`config.mk`:
```
export PLATFORM = sky130hd
export DESIGN_NAME = wslce_seq_gen_flat
export DESIGN_NICKNAME = d
export VERILOG_FILES = /design/src/rtl/wslce_seq_gen_if.sv /design/src/rtl/wslce_seq_gen.sv /design/src/flat_wrapper.sv
export SDC_FILE = /design/constraint.sdc
export NUM_CORES = 2
export LEC_CHECK = 0
export ABC_AREA = 0
export CORE_MARGIN = 4
export CORE_UTILIZATION = 57
export DETAILED_ROUTE_END_ITERATION = 10
export GPL_TIMING_DRIVEN = 0
export PLACE_DENSITY = 0.85
export SLEW_MARGIN = 20
export SYNTH_ARGS = -nofsm -noshare
export SYNTH_HDL_FRONTEND = slang
export SYNTH_SLANG_ARGS = --single-unit
```
`constraint.sdc`:
```
create_clock -name clk -period 16.4 [get_ports clk]
set_input_delay 4.92 -clock clk [delete_from_list [all_inputs] [get_ports clk]]
set_output_delay 4.92 -clock clk [all_outputs]
set_load 0.03 [all_outputs]
```
`src/rtl/wslce_seq_gen_if.sv`:
```
// rtl/wslce_seq_gen_if.sv - configuration/handshake bundle for the Legendre sequence generator
interface wslce_seq_gen_if #(
    parameter int NMAX = 127,
    parameter int W    = $clog2(NMAX + 1)
);
    logic            start;
    logic [W-1:0]    prime_n;
    logic [W-1:0]    root_g;
    logic [W-1:0]    shift_k;
    logic            busy;
    logic            done;
    logic            err;
    logic [NMAX-1:0] slce_out;
    logic [NMAX-1:0] wslce_k;
    logic [W-1:0]    ones_count;

    modport master (
        output start, prime_n, root_g, shift_k,
        input  busy, done, err, slce_out, wslce_k, ones_count
    );

    modport slave (
        input  start, prime_n, root_g, shift_k,
        output busy, done, err, slce_out, wslce_k, ones_count
    );
endinterface

```
`src/rtl/wslce_seq_gen.sv`:
```
// rtl/wslce_seq_gen.sv - iterative Legendre-type sequence and XOR-weighted sequence generator
module wslce_seq_gen #(
    parameter int NMAX = 127,
    parameter int W    = $clog2(NMAX + 1)
) (
    input logic           clk,
    input logic           rst,
    wslce_seq_gen_if.slave bus
);
    localparam int BW = $clog2(W);
    localparam logic [BW-1:0] LAST_BIT = BW'(W - 1);

    localparam logic [2:0] S_IDLE  = 3'd0;
    localparam logic [2:0] S_CHECK = 3'd1;
    localparam logic [2:0] S_QNR   = 3'd2;
    localparam logic [2:0] S_SEQ   = 3'd3;
    localparam logic [2:0] S_XOR   = 3'd4;
    localparam logic [2:0] S_DONE  = 3'd5;

    logic [2:0]      state;
    logic [W-1:0]    n_reg, g_reg, k_reg;
    logic [W-1:0]    acc;
    logic [W-1:0]    r;
    logic [W-1:0]    g_sh;
    logic [BW-1:0]   bit_cnt;
    logic [W-1:0]    step;
    logic [NMAX-1:0] qnr;
    logic [NMAX-1:0] slce_reg, wslce_reg;
    logic [W-1:0]    ones_reg;
    logic            err_r;
    logic [NMAX-1:0] slce_out_r, wslce_out_r;
    logic [W-1:0]    ones_out_r;

    logic [W:0]      nx, dbl, dbl_red, sum, aplus, jk;
    logic [W-1:0]    mul_next, qnr_idx, xor_idx, n_last;
    logic            qnr_bit, xor_bit, mul_last, cfg_bad;
    logic [NMAX-1:0] wslce_fin;

    // One Blakley step per cycle: r = 2r mod N, then + acc mod N when the current g bit is set.
    always_comb begin
        nx       = {1'b0, n_reg};
        n_last   = n_reg - W'(1);
        dbl      = {r, 1'b0};
        dbl_red  = (dbl >= nx) ? dbl - nx : dbl;
        sum      = dbl_red + {1'b0, acc};
        if (g_sh[W-1]) mul_next = (sum >= nx) ? W'(sum - nx) : W'(sum);
        else           mul_next = W'(dbl_red);
        mul_last = (bit_cnt == LAST_BIT);
        aplus    = {1'b0, acc} + (W+1)'(1);
        qnr_idx  = (aplus == nx) ? '0 : W'(aplus);
        qnr_bit  = qnr[qnr_idx];
        jk       = {1'b0, step} + {1'b0, k_reg};
        xor_idx  = (jk >= nx) ? W'(jk - nx) : W'(jk);
        xor_bit  = slce_reg[step] ^ slce_reg[xor_idx];
        wslce_fin = wslce_reg | (NMAX'(xor_bit) << step);
        cfg_bad  = (n_reg < W'(3)) || (nx > (W+1)'(NMAX)) || (g_reg == '0) ||
                   (g_reg >= n_reg) || (k_reg >= n_reg);
    end

    always_ff @(posedge clk) begin
        if (rst) begin
            state       <= S_IDLE;
            n_reg       <= '0;
            g_reg       <= '0;
            k_reg       <= '0;
            acc         <= '0;
            r           <= '0;
            g_sh        <= '0;
            bit_cnt     <= '0;
            step        <= '0;
            qnr         <= '0;
            slce_reg    <= '0;
            wslce_reg   <= '0;
            ones_reg    <= '0;
            err_r       <= 1'b0;
            slce_out_r  <= '0;
            wslce_out_r <= '0;
            ones_out_r  <= '0;
        end else begin
            case (state)
                S_IDLE: begin
                    if (bus.start) begin
                        n_reg <= bus.prime_n;
                        g_reg <= bus.root_g;
                        k_reg <= bus.shift_k;
                        state <= S_CHECK;
                    end
                end
                S_CHECK: begin
                    if (cfg_bad) begin
                        err_r       <= 1'b1;
                        slce_out_r  <= '0;
                        wslce_out_r <= '0;
                        ones_out_r  <= '0;
                        state       <= S_DONE;
                    end else begin
                        qnr       <= '0;
                        slce_reg  <= '0;
                        wslce_reg <= '0;
                        ones_reg  <= '0;
                        acc       <= W'(1);
                        r         <= '0;
                        g_sh      <= g_reg;
                        bit_cnt   <= '0;
                        step      <= W'(1);
                        state     <= S_QNR;
                    end
                end
                S_QNR, S_SEQ: begin
                    if (!mul_last) begin
                        bit_cnt <= bit_cnt + BW'(1);
                        r       <= mul_next;
                        g_sh    <= g_sh << 1;
                    end else begin
                        bit_cnt <= '0;
                        r       <= '0;
                        g_sh    <= g_reg;
                        if (state == S_QNR) begin
                            if (step[0]) qnr[mul_next] <= 1'b1;
                            // A return to 1 before step N-1 (or a miss at N-1) means g is not a generator.
                            if ((step == n_last) ? (mul_next != W'(1)) : (mul_next == W'(1))) begin
                                err_r       <= 1'b1;
                                slce_out_r  <= '0;
                                wslce_out_r <= '0;
                                ones_out_r  <= '0;
                                state       <= S_DONE;
                            end else if (step == n_last) begin
                                acc   <= W'(1);
                                step  <= '0;
                                state <= S_SEQ;
                            end else begin
                                acc  <= mul_next;
                                step <= step + W'(1);
                            end
                        end else begin
                            slce_reg[step] <= qnr_bit;
                            ones_reg       <= ones_reg + W'(qnr_bit);
                            acc            <= mul_next;
                            if (step == n_last) begin
                                step  <= '0;
                                state <= S_XOR;
                            end else begin
                                step <= step + W'(1);
                            end
                        end
                    end
                end
                S_XOR: begin
                    wslce_reg <= wslce_fin;
                    if (step == n_last) begin
                        err_r       <= 1'b0;
                        slce_out_r  <= slce_reg;
                        wslce_out_r <= wslce_fin;
                        ones_out_r  <= ones_reg;
                        state       <= S_DONE;
                    end else begin
                        step <= step + W'(1);
                    end
                end
                S_DONE:  state <= S_IDLE;
                default: state <= S_IDLE;
            endcase
        end
    end

    assign bus.busy       = (state == S_CHECK) || (state == S_QNR) ||
                            (state == S_SEQ) || (state == S_XOR);
    assign bus.done       = (state == S_DONE);
    assign bus.err        = err_r;
    assign bus.slce_out   = slce_out_r;
    assign bus.wslce_k    = wslce_out_r;
    assign bus.ones_count = ones_out_r;
endmodule
```
`src/flat_wrapper.sv`:
```
// flat-port wrapper written by rule: the top's interface ports become plain ports
module wslce_seq_gen_flat 
#(
    parameter int NMAX = 127,
    parameter int W    = $clog2(NMAX + 1)
)
  (clk, rst, bus_start, bus_prime_n, bus_root_g, bus_shift_k, bus_busy, bus_done, bus_err, bus_slce_out, bus_wslce_k, bus_ones_count);
  wslce_seq_gen_if #(.NMAX(NMAX), .W(W)) bus_i ();
  input logic clk;
  input logic rst;
  input wire logic [$bits(bus_i.start)-1:0] bus_start;
  input wire logic [$bits(bus_i.prime_n)-1:0] bus_prime_n;
  input wire logic [$bits(bus_i.root_g)-1:0] bus_root_g;
  input wire logic [$bits(bus_i.shift_k)-1:0] bus_shift_k;
  output wire logic [$bits(bus_i.busy)-1:0] bus_busy;
  output wire logic [$bits(bus_i.done)-1:0] bus_done;
  output wire logic [$bits(bus_i.err)-1:0] bus_err;
  output wire logic [$bits(bus_i.slce_out)-1:0] bus_slce_out;
  output wire logic [$bits(bus_i.wslce_k)-1:0] bus_wslce_k;
  output wire logic [$bits(bus_i.ones_count)-1:0] bus_ones_count;
  assign bus_i.start = bus_start;
  assign bus_i.prime_n = bus_prime_n;
  assign bus_i.root_g = bus_root_g;
  assign bus_i.shift_k = bus_shift_k;
  assign bus_busy = bus_i.busy;
  assign bus_done = bus_i.done;
  assign bus_err = bus_i.err;
  assign bus_slce_out = bus_i.slce_out;
  assign bus_wslce_k = bus_i.wslce_k;
  assign bus_ones_count = bus_i.ones_count;
  wslce_seq_gen #(.NMAX(NMAX), .W(W)) u_core (.clk(clk), .rst(rst), .bus(bus_i));
endmodule
```
==> flow_summary.json <==
{
  "status": "complete, no violations",
  "cts_resized": 0,
  "cts_buffers": 75,
  "netlist_top_cells_area": "dfxtp_1, a2111oi_0, nand2_1",
  "fmax_mhz": 104,
  "fin_ws_ps": 6780,
  "critPathCaptureType": "register",
  "synth_top_family_by_area": "compound AO/OA/AOI/OAI gates",
  "cts_setup_buffers": 0,
  "ff_latch_area_um2": 14100,
  "stdcell_count": 5685,
  "fillers": 5143,
  "fin_worst_skew_ps": 40.7,
  "routed_wirelength_mm": 147,
  "yosys_warnings": 0,
  "hold_viol_final": 0,
  "syn_to_final_growth_pct": 17.7,
  "drc": 0,
  "std_cell_rows": 92,
  "layout-drive-gt1-share_pct": 5.31,
  "io_pins": 288,
  "synth_area_um2": 36400,
  "clock_path_buffers": 3,
  "grt_pass1_vias": 36300,
  "grt_usage_pct": 40.9,
  "dieArea_um2": 68000,
  "syn_inst": 4418,
  "grt_max_degree": 15,
  "holdCritPathClass": "register to register",
  "leakage_uw": 0.0149,
  "peakVddDrop_mv": 0.151,
  "worstMarginPinSlew_ps": 1370,
  "io_buffer_count": 287,
  "wl_per_cell_um": 25.8,
  "clock-root-buffer": "clkbuf_16",
  "first_pass_iters": 7,
  "synth_fa_ha_area_share_pct": 2.17,
  "cts.htree.levels": 3,
  "gr-total-overflow": 0,
  "dp_slack_ps": 7190,
  "dp_cells": 5552,
  "postCtsHoldBufs": 0,
  "critPathMaxStageDelay_ps": 1000,
  "ys_types": 90,
  "synth_most_common_cell": "dfxtp_1",
  "cts_tree": "built",
  "critPathKind": "register to register",
  "grt_setup_unrepaired": "no",
  "synth_edf_count": 0,
  "slew_viol_final": 0,
  "place_hpwl_mm": 102,
  "setup-tns-final_ps": 0,
  "avgViaCountPerCell": 6.96,
  "fp.dieH_um": 261,
  "setup_viol": 0,
  "clk_pin_slew_worst_paths_ps": 60,
  "synthSimpleGateAreaFrac_pct": 14.5,
  "power_density_nw_per_um2": 223,
  "syn_area_per_cell_um2": 8.24,
  "finalCriticalPeriod_ps": 9620,
  "cts.sinks": 705,
  "dieWidth_um": 261,
  "synth-compound-area-share_pct": 30.4,
  "vias": 39600,
  "cap_viol_max_count": 0,
  "layout.nets": 4869,
  "final_antenna_net_count": 0,
  "crit_arrival_ps": 10160,
  "grt_pass1_wl_mm": 217,
  "grt_antenna_before_repair": 3,
  "slowest_stage": "clkbuf_1",
  "fin_util_pct": 67.8,
  "synth_mux_area_share_pct": 6.39,
  "clk_latency_ps": 660,
  "multiInputGateArea_um2": 20000,
  "drtIter0Drc": 6647,
  "finalWeightedCongestion": 1.03,
  "power_uw": 9570,
  "synth_common_cells": "dfxtp_1, nand2_1, nor2_1",
  "yosys.area.top_type": "dfxtp_1",
  "crit_top_cell": "clkbuf_1",
  "ys_ff_latch": 705,
  "start_util_pct": 57.6,
  "timing.final.crit_share_pct": 58.7,
  "synth.net_count": 4502,
  "crit_fanout": 10,
  "synth-main-ff-cell": "dfxtp_1",
  "synth-seq-area-share_pct": 38.8,
  "postSynth.asyncResetShare_pct": 0,
  "cp.required_ps": 16930,
  "coreArea_um2": 63200,
  "synth_xor_area_share_pct": 1.39,
  "yosys.area.top_type_share_pct": 38.8,
  "cp-start-kind": "register",
  "slew_headroom_pct": 8.13
}
path summary, 6_finish.rpt:
| path | from | end | slack (ps) | depth (start not counted) |
|---|---|---|---|---|
| worst max-delay path | u_core.n_reg[1]$_SDFFE_PP0P_ | u_core.bus.wslce_k[71]$_SDFFE_PP0P_ | 6780 | 28 |
| worst min-delay path | u_core.wslce_reg[15]$_SDFFE_PP0P_ | u_core.wslce_reg[15]$_SDFFE_PP0P_ | 450 | 2 |
| worst max register to register | u_core.n_reg[1]$_SDFFE_PP0P_ | u_core.bus.wslce_k[71]$_SDFFE_PP0P_ | 6780 | 28 |
| worst min register to register | u_core.wslce_reg[15]$_SDFFE_PP0P_ | u_core.wslce_reg[15]$_SDFFE_PP0P_ | 450 | 2 |
power by group:
group | total [uW] | internal, uW | leakage [uW] | switching [uW]
sequential | 2120 | 1920 | 0.00570 | 200
combinational | 5720 | 1830 | 0.00805 | 3890
clock | 1730 | 979 | 0.00119 | 748
total | 9570 | 4720 | 0.0149 | 4840
placed cells by master, fill, tap and decap left out, types with 20 or more instances in the layout:
cell / synthesis / final
buf_2: 61 / 62
a21oi_1: 333 / 333
nor2_1: 433 / 433
o211ai_1: 141 / 141
o31ai_1: 151 / 149
buf_1: 31 / 31
clkdlybuf4s50_1: 0 / 287
nand3_1: 79 / 79
clkbuf_16: 0 / 76
dfxtp_1: 705 / 705
clkbuf_1: 315 / 329
a22oi_1: 190 / 190
inv_1: 169 / 169
xnor2_1: 31 / 31
a2111oi_0: 256 / 256
nand2_1: 545 / 545
a211o_1: 131 / 131
mux2i_1: 192 / 191
nor3_1: 40 / 35
ha_1: 55 / 55
mux2_2: 20 / 20
nand4_1: 25 / 25
o21ai_0: 166 / 166
cells by family after synthesis:
group | after synthesis
buffers and inverters | 590
AO/OA/AOI/OAI | 1551
adder cells (fa/ha/maj) | 60
multiplexers | 221
AND/OR/NAND/NOR | 1242
XOR/XNOR | 49
flip-flops | 705
area by class of cell:
cell class | count | area share, %
Sequential cell | 705 | 32.9
Clock inverter | 30 | 0.814
Clock buffer | 100 | 4.86
Inverter | 172 | 1.51
Buffer | 418 | 3.95
Tap cell | 846 | 2.47
Multi-Input combinational cell | 3123 | 46.7
Antenna cell | 1 | 0.00584
Timing Repair Buffer | 290 | 6.77
critical path, delay by kind of cell (launching register included):
kind,cells,cell delay (ps)
AND/OR/NAND/NOR,6,1660
AO/OA/AOI/OAI,11,2850
flip-flops,1,670
buffers and inverters,6,2530
adder cells (fa/ha/maj),3,1250
multiplexers,2,540
metal layers:
layer	GRT usage [%]	wire (um)	vias to the layer above
met5	0	73	-
met4	27.8	12300	5
met3	11.6	19500	774
met2	59.8	60400	3161
met1	52.3	54200	18400
li1	-	-	17200
stage by stage:
stage,hold WS [ps],cell area [um2]
floorplan,425,36400
detailed placement,440,40400
global route,473,42900
global placement,434,40300
CTS,453,42800
finish,453,42900
No activity file was read; power rests on OpenSTA's default activity.
